**config.mk**
```make
export PLATFORM = sky130hd
export DESIGN_NAME = byte_encode_stream
export DESIGN_NICKNAME = d
export VERILOG_FILES = /design/src/rtl/kyber_pkg.sv /design/src/rtl/bit_packer.sv /design/src/rtl/byte_encode_stream.sv
export SDC_FILE = /design/constraint.sdc
export NUM_CORES = 1
export LEC_CHECK = 0
export CORE_MARGIN = 5
export CORE_UTILIZATION = 65
export CTS_BUF_LIST = sky130_fd_sc_hd__clkbuf_8
export CTS_CLUSTER_SIZE = 25
export DETAILED_ROUTE_END_ITERATION = 8
export MAX_ROUTING_LAYER = met4
export PLACE_DENSITY = 0.89
export SYNTH_ARGS = -nofsm -noshare
export SYNTH_HDL_FRONTEND = slang
export SYNTH_SLANG_ARGS = --single-unit
```
**constraint.sdc**
```tcl
create_clock -name clk -period 5 [get_ports clk]
set_clock_uncertainty 0.15 [all_clocks]
set_input_delay 0.5 -clock clk [delete_from_list [all_inputs] [get_ports clk]]
set_output_delay 0.5 -clock clk [all_outputs]
set_load 0.005 [all_outputs]
```
**src/rtl/kyber_pkg.sv**
```systemverilog
// Shared definitions for the polynomial byte-encoding path: ring constants,
// encoder state encoding and the d-width legality rule.
package kyber_pkg;

  localparam int unsigned KYBER_N = 256;
  localparam int unsigned KYBER_Q = 3329;

  typedef enum logic [1:0] {
    IDLE,
    RUN,
    FLUSH,
    DONE
  } enc_state_t;

  function automatic logic d_is_legal(input logic [3:0] d, input int unsigned max_d);
    return (d != 4'd0) && (32'(d) <= max_d);
  endfunction

endpackage

```
**src/rtl/bit_packer.sv**
```systemverilog
// LSB-first bit accumulator: appends the low d bits of a pushed value above the
// bits already held, and drops the oldest byte on pop.
module bit_packer #(
  parameter int unsigned MAX_D = 12,
  parameter int unsigned ACC_W = MAX_D + 8,
  parameter int unsigned CNT_W = $clog2(ACC_W + 1)
) (
  input  logic             clk,
  input  logic             rst_n,
  input  logic             clear,
  input  logic             push,
  input  logic             pop,
  input  logic [3:0]       d,
  input  logic [MAX_D-1:0] push_data,
  output logic [7:0]       byte_out,
  output logic [CNT_W-1:0] bit_cnt
);

  logic [ACC_W-1:0] acc_q, acc_d;
  logic [ACC_W-1:0] mask;
  logic [ACC_W-1:0] field;
  logic [CNT_W-1:0] bit_cnt_q, bit_cnt_d;

  always_comb begin
    mask      = (ACC_W'(1) << d) - ACC_W'(1);
    field     = (ACC_W'(push_data) & mask) << bit_cnt_q;
    acc_d     = acc_q;
    bit_cnt_d = bit_cnt_q;
    if (clear) begin
      acc_d     = '0;
      bit_cnt_d = '0;
    end else if (push) begin
      acc_d     = acc_q | field;
      bit_cnt_d = bit_cnt_q + CNT_W'(d);
    end else if (pop) begin
      acc_d     = acc_q >> 8;
      bit_cnt_d = bit_cnt_q - CNT_W'(8);
    end
  end

  always_ff @(posedge clk) begin
    if (!rst_n) begin
      acc_q     <= '0;
      bit_cnt_q <= '0;
    end else begin
      acc_q     <= acc_d;
      bit_cnt_q <= bit_cnt_d;
    end
  end

  assign byte_out = acc_q[7:0];
  assign bit_cnt  = bit_cnt_q;

endmodule

```
**src/rtl/byte_encode_stream.sv**
```systemverilog
// Streaming ByteEncode_d: takes 256 coefficients over a valid/ready port and
// emits 32*d packed bytes over a second valid/ready port, d chosen per polynomial.
module byte_encode_stream
  import kyber_pkg::*;
#(
  parameter int unsigned COEFF_W  = 16,
  parameter int unsigned MAX_D    = 12,
  parameter int unsigned N_COEFFS = KYBER_N,
  parameter int unsigned Q        = KYBER_Q
) (
  input  logic               clk,
  input  logic               rst_n,
  input  logic               start,
  input  logic [3:0]         d_sel,
  input  logic [COEFF_W-1:0] coeff,
  input  logic               coeff_valid,
  output logic               coeff_ready,
  output logic [7:0]         byte_data,
  output logic               byte_valid,
  input  logic               byte_ready,
  output logic               byte_last,
  output logic               busy,
  output logic               done,
  output logic               cfg_err,
  output logic               range_err
);

  localparam int unsigned ACC_W   = MAX_D + 8;
  localparam int unsigned CNT_W   = $clog2(ACC_W + 1);
  localparam int unsigned BYTE_W  = $clog2(32 * MAX_D);
  localparam int unsigned CCNT_W  = $clog2(N_COEFFS + 1);

  enc_state_t        state_q, state_d;
  logic [3:0]        d_q, d_d;
  logic [CCNT_W-1:0] coeff_cnt_q, coeff_cnt_d;
  logic [BYTE_W-1:0] byte_cnt_q, byte_cnt_d;
  logic              range_err_q, range_err_d;
  logic              cfg_err_q, cfg_err_d;

  logic [CNT_W-1:0]  bit_cnt;
  logic [8:0]        d_bytes;
  logic [BYTE_W-1:0] last_idx;
  logic              start_ok;
  logic              coeff_acc;
  logic              byte_acc;

  assign d_bytes     = {d_q, 5'd0};
  assign last_idx    = BYTE_W'(d_bytes - 9'd1);
  assign coeff_ready = (state_q == RUN) && (bit_cnt < CNT_W'(8))
                       && (coeff_cnt_q < CCNT_W'(N_COEFFS));
  assign byte_valid  = (state_q != IDLE) && (bit_cnt >= CNT_W'(8));
  assign byte_last   = byte_valid && (byte_cnt_q == last_idx);
  assign busy        = (state_q != IDLE);
  assign done        = (state_q == DONE);
  assign cfg_err     = cfg_err_q;
  assign range_err   = range_err_q;

  assign start_ok  = (state_q == IDLE) && start && d_is_legal(d_sel, MAX_D);
  assign coeff_acc = coeff_valid && coeff_ready;
  assign byte_acc  = byte_valid && byte_ready;

  bit_packer #(
    .MAX_D(MAX_D),
    .ACC_W(ACC_W),
    .CNT_W(CNT_W)
  ) u_packer (
    .clk      (clk),
    .rst_n    (rst_n),
    .clear    (start_ok),
    .push     (coeff_acc),
    .pop      (byte_acc),
    .d        (d_q),
    .push_data(coeff[MAX_D-1:0]),
    .byte_out (byte_data),
    .bit_cnt  (bit_cnt)
  );

  always_comb begin
    state_d     = state_q;
    d_d         = d_q;
    coeff_cnt_d = coeff_cnt_q;
    byte_cnt_d  = byte_cnt_q;
    range_err_d = range_err_q;
    cfg_err_d   = 1'b0;
    unique case (state_q)
      IDLE: begin
        if (start_ok) begin
          state_d     = RUN;
          d_d         = d_sel;
          coeff_cnt_d = '0;
          byte_cnt_d  = '0;
          range_err_d = 1'b0;
        end else if (start) begin
          cfg_err_d = 1'b1;
        end
      end
      RUN, FLUSH: begin
        if (coeff_acc) begin
          coeff_cnt_d = coeff_cnt_q + CCNT_W'(1);
          if ((32'(d_q) == MAX_D) && (32'(coeff) >= Q)) range_err_d = 1'b1;
          if (coeff_cnt_d == CCNT_W'(N_COEFFS)) state_d = FLUSH;
        end
        // The final byte can only form after the last accept, but a last
        // handshake is honoured in either state so the FSM can never stall.
        if (byte_acc) begin
          byte_cnt_d = byte_cnt_q + BYTE_W'(1);
          if (byte_last) state_d = DONE;
        end
      end
      DONE:    state_d = IDLE;
      default: state_d = IDLE;
    endcase
  end

  always_ff @(posedge clk) begin
    if (!rst_n) begin
      state_q     <= IDLE;
      d_q         <= '0;
      coeff_cnt_q <= '0;
      byte_cnt_q  <= '0;
      range_err_q <= 1'b0;
      cfg_err_q   <= 1'b0;
    end else begin
      state_q     <= state_d;
      d_q         <= d_d;
      coeff_cnt_q <= coeff_cnt_d;
      byte_cnt_q  <= byte_cnt_d;
      range_err_q <= range_err_d;
      cfg_err_q   <= cfg_err_d;
    end
  end

endmodule

```
==> impl_metrics.ini, run 1 <==
[worst_setup_path]
crit_chain = inv_1 > ha_1 > or3b_1 > ha_1 > nor3b_1 > mux2i_1 > o21ai_1 > o22ai_2 > a2111oi_2 > o31a_1
crit_required_ns = 5.11
start_kind = flop
cp_num_buf_inv = 1
cpLargestDelayFamily = compound AO/OA/AOI/OAI gates
slowest_stage = ha_1
worstPathArrival_ns = 3.95
path_class = reg -> reg
cp_max_fo = 17
cp-end-kind = flop
crit_top_cell = ha_1
slowest_delay_ns = 0.60

[flow_run]
cap_viol_max_count = 0

[timing]
maxSlewHeadroom = 0.355
finalSetupTns_ns = 0
fin_crit_ns = 3.83
slew_viol_final = 0
hold_violations = 0
worst_pin_slew_ns = 0.966
rsz0062_at_grt = false
setup_viol = 0
final_min_period_over_clock_period = 0.767
fmax_ghz = 0.261

[yosys]
synth-compound-area-share = 0.302
synthSimpleGateAreaFrac = 0.256
synth_top_family_by_area = compound AO/OA/AOI/OAI gates
synth_fa_ha_area_frac = 0.0550
syn_nets = 568
ys_ff_latch = 51
synth_cell_types = 89
syn_area_um2 = 4230
synth_top_cell_area_share = 0.241
synth_ff_type = dfxtp_1
muxShareOfSynthArea = 0.0349
synthTopCellsByArea = dfxtp_1 (24%), ha_1 (5.0%), nand2_1 (4.0%)
synth-xor-area-share = 0.0446
yosys.area.top_type = dfxtp_1
synthCells = 525
avgSynthCellArea_um2 = 8.06
synthArstFlopShare = 0
seq_area_frac_synth = 0.241
yosys_warnings = 0
synth-edff-count = 0

[detailed_routing]
first_iter_violations = 557
drtAntennaViolNets = 0
routed-via-count = 4310
drc = 0
firstDrtPassIters = 6
routed_wl_mm = 12.2
wl_per_cell_um = 19.9
viasPerCell = 7.03

[power]
p_switching_mw = 0.489
peakVddDrop_mv = 0.200
p_int_mw = 0.729
combPwrFrac = 0.407
power.leakage_nw = 1.69
switching_share = 0.402
clock_power_share = 0.215
power_frac_seq = 0.378
power_density_nw_per_um2 = 263

[clock_network]
cts_root_buffer = clkbuf_8
cts_hold_buf = 0
ctsResizeCount = 0
post_cts_buffers = 0
clkTransAtPathRegs_ns = 0.10
clock_latency_ns = 0.31
cts_tree = yes
h-tree-depth = 2
clkSinkCount = 51
clockBufferDepth = 2
numCtsBuffers = 5

[place]
numPortBuffers = 39
hpwl_mm = 9.03
place_congestion = 1.01
dpl.cell_count = 605

[final_layout]
fin_nets = 578
fin_cells = 613
drive_gt1_frac = 0.0840
antennaDiodeCount = 0
area_delta_synth_final_pct = 9.52

[global_routing]
grt-ovfl-total = 0
grt_pass1_vias = 4038
antenna_found_initial = 0
grt_max_degree = 37
track_usage = 0.301
grt_pass1_wl_mm = 20.1

[floorplan]
initial_utilization = 0.667
die_h_um = 90.7
fp.dieW_um = 90.7
core_area_um2 = 6350
die-area_um2 = 8230
io_pins = 40
placementRows = 29

[min_path]
hp-class = reg -> reg

[outcome]
status = completed
## worst paths after layout
kind / cells past startpoint / slack, ns / from / to
setup reg to reg: 10 / 1.17 / d_q[1] / u_packer.acc_q[6]
hold / removal: 1 / 0.33 / u_packer.acc_q[14] / u_packer.acc_q[14]
setup / recovery: 10 / 1.17 / d_q[1] / u_packer.acc_q[6]
hold reg to reg: 1 / 0.33 / u_packer.acc_q[14] / u_packer.acc_q[14]
## power by group through the flow
stage / combinational (mW) / sequential, mW / clock, mW
3_5_place_dp: 0.483 / 0.468 / 0
4_1_cts: 0.486 / 0.459 / 0.265
3_3_place_gp: 0.471 / 0.467 / 0
6_report: 0.496 / 0.460 / 0.261
2_1_floorplan: 0.375 / 0.446 / 0
5_1_grt: 0.537 / 0.464 / 0.281
## cells by family after synthesis
group	count (synthesis)
DFF	51
buffers and inverters	57
muxes	12
adders and majority gates	18
and+or+nand+nor	202
AOI/OAI and AO/OA	165
xor gates and xnor gates	20
## metal layers
metal,routed length (um),global-route usage
met5,0,-
met2,6160,0.508
met4,290,0.103
met1,5010,0.370
met3,745,0.0383
## registers in the layout, summed over array words and instances, names as in the netlist
register,cells
byte_cnt_q,9
cfg_err,1
coeff_cnt_q,9
d_q,4
range_err,1
state_q,2
u_packer.acc_q,20
u_packer.bit_cnt,5
## stage by stage
stage               area, um2  utilization  hold WS, ns  setup slack [ns]  power, mW
floorplan                4230            -        0.293              1.98      0.821
detailed placement       4540        0.715        0.308              1.25      0.951
global placement         4540        0.715        0.305              1.39      0.939
finish                   4640        0.730        0.333              1.17       1.22
CTS                      4640        0.730        0.334              1.24       1.21
global route             4640        0.730        0.355             0.907       1.28
## cells in the mapped netlist (4+ instances only)
| master | number |
|---|---|
| xor2_1 | 13 |
| nor2_1 | 41 |
| buf_2 | 10 |
| mux2i_1 | 8 |
| a211oi_1 | 8 |
| nor4_1 | 9 |
| and2_1 | 8 |
| buf_4 | 12 |
| o21ai_0 | 17 |
| ha_1 | 17 |
| o31ai_1 | 5 |
| o211ai_1 | 10 |
| nand2b_1 | 4 |
| o21a_1 | 4 |
| nor3_1 | 16 |
| and3_1 | 6 |
| nand4b_1 | 4 |
| xnor2_1 | 6 |
| nand3_1 | 18 |
| o21ai_1 | 7 |
| o31a_1 | 4 |
| or3_1 | 5 |
| a21o_1 | 5 |
| nor3b_1 | 6 |
| a211o_1 | 6 |
| dfxtp_1 | 51 |
| a32o_1 | 7 |
| a21oi_1 | 27 |
| nand4_1 | 11 |
| nor2b_1 | 12 |
| clkbuf_1 | 15 |
| nand2_1 | 45 |
| inv_1 | 15 |
| a31oi_1 | 10 |
## cell type report
| type | instances | area (um2) |
|---|---|---|
| timing repair buffer | 43 | 420 |
| clock buffer | 6 | 82.6 |
| multi-input combinational | 417 | 2940 |
| sequential | 51 | 1020 |
| fill | 544 | 1710 |
| tap | 77 | 96.3 |
| inverter | 17 | 63.8 |
| clock inverter | 2 | 13.8 |
## layout by cell type (no fill, tap or decap), drive strengths merged, types with 5 or more instances in the layout
| cell type | instances |
|---|---|
| ha | 17 |
| nor2 | 42 |
| o31ai | 7 |
| a211oi | 10 |
| a31oi | 12 |
| clkdlybuf4s50 | 39 |
| xor2 | 13 |
| or3 | 5 |
| nor2b | 12 |
| nor3b | 8 |
| nand3 | 18 |
| a21boi | 6 |
| a21o | 6 |
| nor4 | 11 |
| a211o | 6 |
| clkbuf | 6 |
| inv | 16 |
| nand2 | 46 |
| a32o | 7 |
| o21ai | 24 |
| a21oi | 28 |
| xnor2 | 6 |
| o211ai | 11 |
| and2 | 9 |
| nor3 | 16 |
| dfxtp | 51 |
| mux2i | 9 |
| and3 | 6 |
| nand4 | 11 |
(Power assumes the default switching activity.)
==> inputs of run 2 (changes only) <==
--- a/config.mk
+++ b/config.mk
@@ -6,12 +6,12 @@
 export NUM_CORES = 1
 export LEC_CHECK = 0
 export CORE_MARGIN = 5
-export CORE_UTILIZATION = 65
+export CORE_UTILIZATION = 60
 export CTS_BUF_LIST = sky130_fd_sc_hd__clkbuf_8
 export CTS_CLUSTER_SIZE = 25
 export DETAILED_ROUTE_END_ITERATION = 8
 export MAX_ROUTING_LAYER = met4
-export PLACE_DENSITY = 0.89
+export PLACE_DENSITY = 0.83
 export SYNTH_ARGS = -nofsm -noshare
 export SYNTH_HDL_FRONTEND = slang
 export SYNTH_SLANG_ARGS = --single-unit
==> constraint.sdc (replaced) <==
create_clock -name clk -period 3.55 [get_ports clk]
set_clock_uncertainty 0.15 [all_clocks]
set_input_delay 0.355 -clock clk [delete_from_list [all_inputs] [get_ports clk]]
set_output_delay 0.355 -clock clk [all_outputs]
set_load 0.005 [all_outputs]
==> run 2 against run 1 <==
  * Combinational power rose by 49%
  * First-iteration DRC count decreased by 45%
  * Critical endpoint is now byte_last
  * Sequential cell count unchanged
  * Final area is 3.4% higher
  * Routed wire length down 2.0%
  * Highest routed layer unchanged
  * Clock-buffer cell count fell by 1
  * Worst hold slack improved by 0.0045 ns
  * Setup slack got worse by 0.89 ns
  * Critical path type is now reg -> out
  * Utilization fell by 2.8 points
  * Clock power up 95%
  * Register-to-register slack worse by 0.75 ns
  * Die area up 7.4%
  * Largest power group unchanged
==> impl_metrics.ini, run 2 (same netlist as run 1, synthesis figures left out) <==
[clock_network]
h-tree-depth = 2
clock_latency_ns = 0.32
cts_root_buffer = clkbuf_8
cts_hold_buf = 0
clockBufferDepth = 2
numCtsBuffers = 5
clkSinkCount = 51
clkTransAtPathRegs_ns = 0.11
cts_tree = yes
post_cts_buffers = 0
ctsResizeCount = 0

[place]
hpwl_mm = 9.10
place_congestion = 1.02
dpl.cell_count = 636
numPortBuffers = 39

[floorplan]
die-area_um2 = 8840
die_h_um = 94.0
initial_utilization = 0.620
placementRows = 30
io_pins = 40
fp.dieW_um = 94.0
core_area_um2 = 6830

[worst_setup_path]
ff2ff_path_depth = 10
cp-end-kind = output port
crit_required_ns = 3.04
cp_max_fo = 11
worstReg2RegEnd = u_packer.acc_q[12]
worstPathArrival_ns = 2.77
path_class = reg -> out
r2r_setup_slack_ns = 0.42
start_kind = flop
r2r-start = d_q[1]

[global_routing]
track_usage = 0.285
grt_max_degree = 29
grt-ovfl-total = 0
antenna_found_initial = 0
grt_pass1_vias = 4078
grt_pass1_wl_mm = 19.8

[timing]
final_min_period_over_clock_period = 0.921
worst_pin_slew_ns = 0.683
holdWs_ns = 0.338
setup_viol = 0
finalSetupTns_ns = 0
maxSlewHeadroom = 0.545
slew_viol_final = 0
fmax_ghz = 0.306
rsz0062_at_grt = false
fin_crit_ns = 3.27
hold_violations = 0

[detailed_routing]
firstDrtPassIters = 5
routed-via-count = 4262
viasPerCell = 6.62
wl_per_cell_um = 18.6
drc = 0
first_iter_violations = 304
drtAntennaViolNets = 0
routed_wl_mm = 12.0

[final_layout]
fin_nets = 590
final_common_cell = dfxtp_1
regMostFlops = u_packer.acc_q
top_regs = u_packer.acc_q (20), byte_cnt_q (9), coeff_cnt_q (9)
drive_gt1_frac = 0.104
antennaDiodeCount = 0
largest_reg_flops = 20
layout_common_cells = dfxtp_1 (51), nand2_1 (45), nor2_1 (41)
nFillCells = 572
area_delta_synth_final_pct = 13.2
fin_cells = 644
final_core_util = 0.702

[power]
power.leakage_nw = 1.77
power_density_nw_per_um2 = 391
peakVddDrop_mv = 0.287

[outcome]
status = completed

[min_path]
hold_start = u_packer.acc_q[14]
hp-class = reg -> reg
whs_path_depth = 1
min_to = u_packer.acc_q[14]

[flow_run]
cap_viol_max_count = 0
## run 2: cell count changes in the layout (fill, tap and decap cells not counted)
cell,change
clkbuf_8,-1
inv_6,-1
clkinv_2,-1
bufinv_16,+2
inv_8,+1
buf_4,+12
## run 2: where the power goes
group,switching [mW],internal [mW]
logic,0.449,0.289
clock network,0.224,0.286
registers,0.0307,0.596
## run 2: how the worst max path moves through the flow
stage | cells past startpoint | startpoint | slack, ns | to
6_report | 4 | u_packer.bit_cnt[3] | 0.28 | byte_last
5_1_grt | 4 | u_packer.bit_cnt[3] | 0.14 | byte_last
4_1_cts | 4 | u_packer.bit_cnt[3] | 0.30 | byte_last
3_5_place_dp | 9 | d_q[1] | 0.42 | u_packer.acc_q[15]
3_3_place_gp | 9 | d_q[1] | 0.53 | u_packer.acc_q[15]
2_1_floorplan | 11 | d_q[1] | 0.53 | u_packer.acc_q[15]
## run 2: worst max-delay path, cell delays in order (launching register included)
cell	delay [ns]
dfxtp_1	0.61
nor3b_2	0.54
nand2_1	0.19
a2111oi_2	0.52
clkdlybuf4s50_1	0.59
## run 2: per-stage QoR
step | instance area [um2] | power, mW | worst slack, ns
CTS | 4790 | 1.87 | 0.304
floorplan | 4230 | 1.16 | 0.527
detailed placement | 4650 | 1.37 | 0.418
finish | 4790 | 1.87 | 0.280
global placement | 4650 | 1.35 | 0.533
global route | 4790 | 1.97 | 0.144
## run 2: area by class of cell
cell class	instances	area [um2]	share of cell area
Multi-Input combinational cell	417	2940	0.613
Sequential cell	51	1020	0.213
Timing Repair Buffer	55	510	0.106
Tap cell	96	120	0.0251
Clock inverter	3	71.3	0.0149
Clock buffer	5	68.8	0.0144
Inverter	17	63.8	0.0133
## run 2: per-layer routing
metal / track usage / vias to the layer above / wire [um]
met5: - / - / 0
met4: 0.102 / 0 / 324
met3: 0.0481 / 37 / 867
met2: 0.474 / 176 / 5900
met1: 0.349 / 2027 / 4870
li1: - / 2022 / -
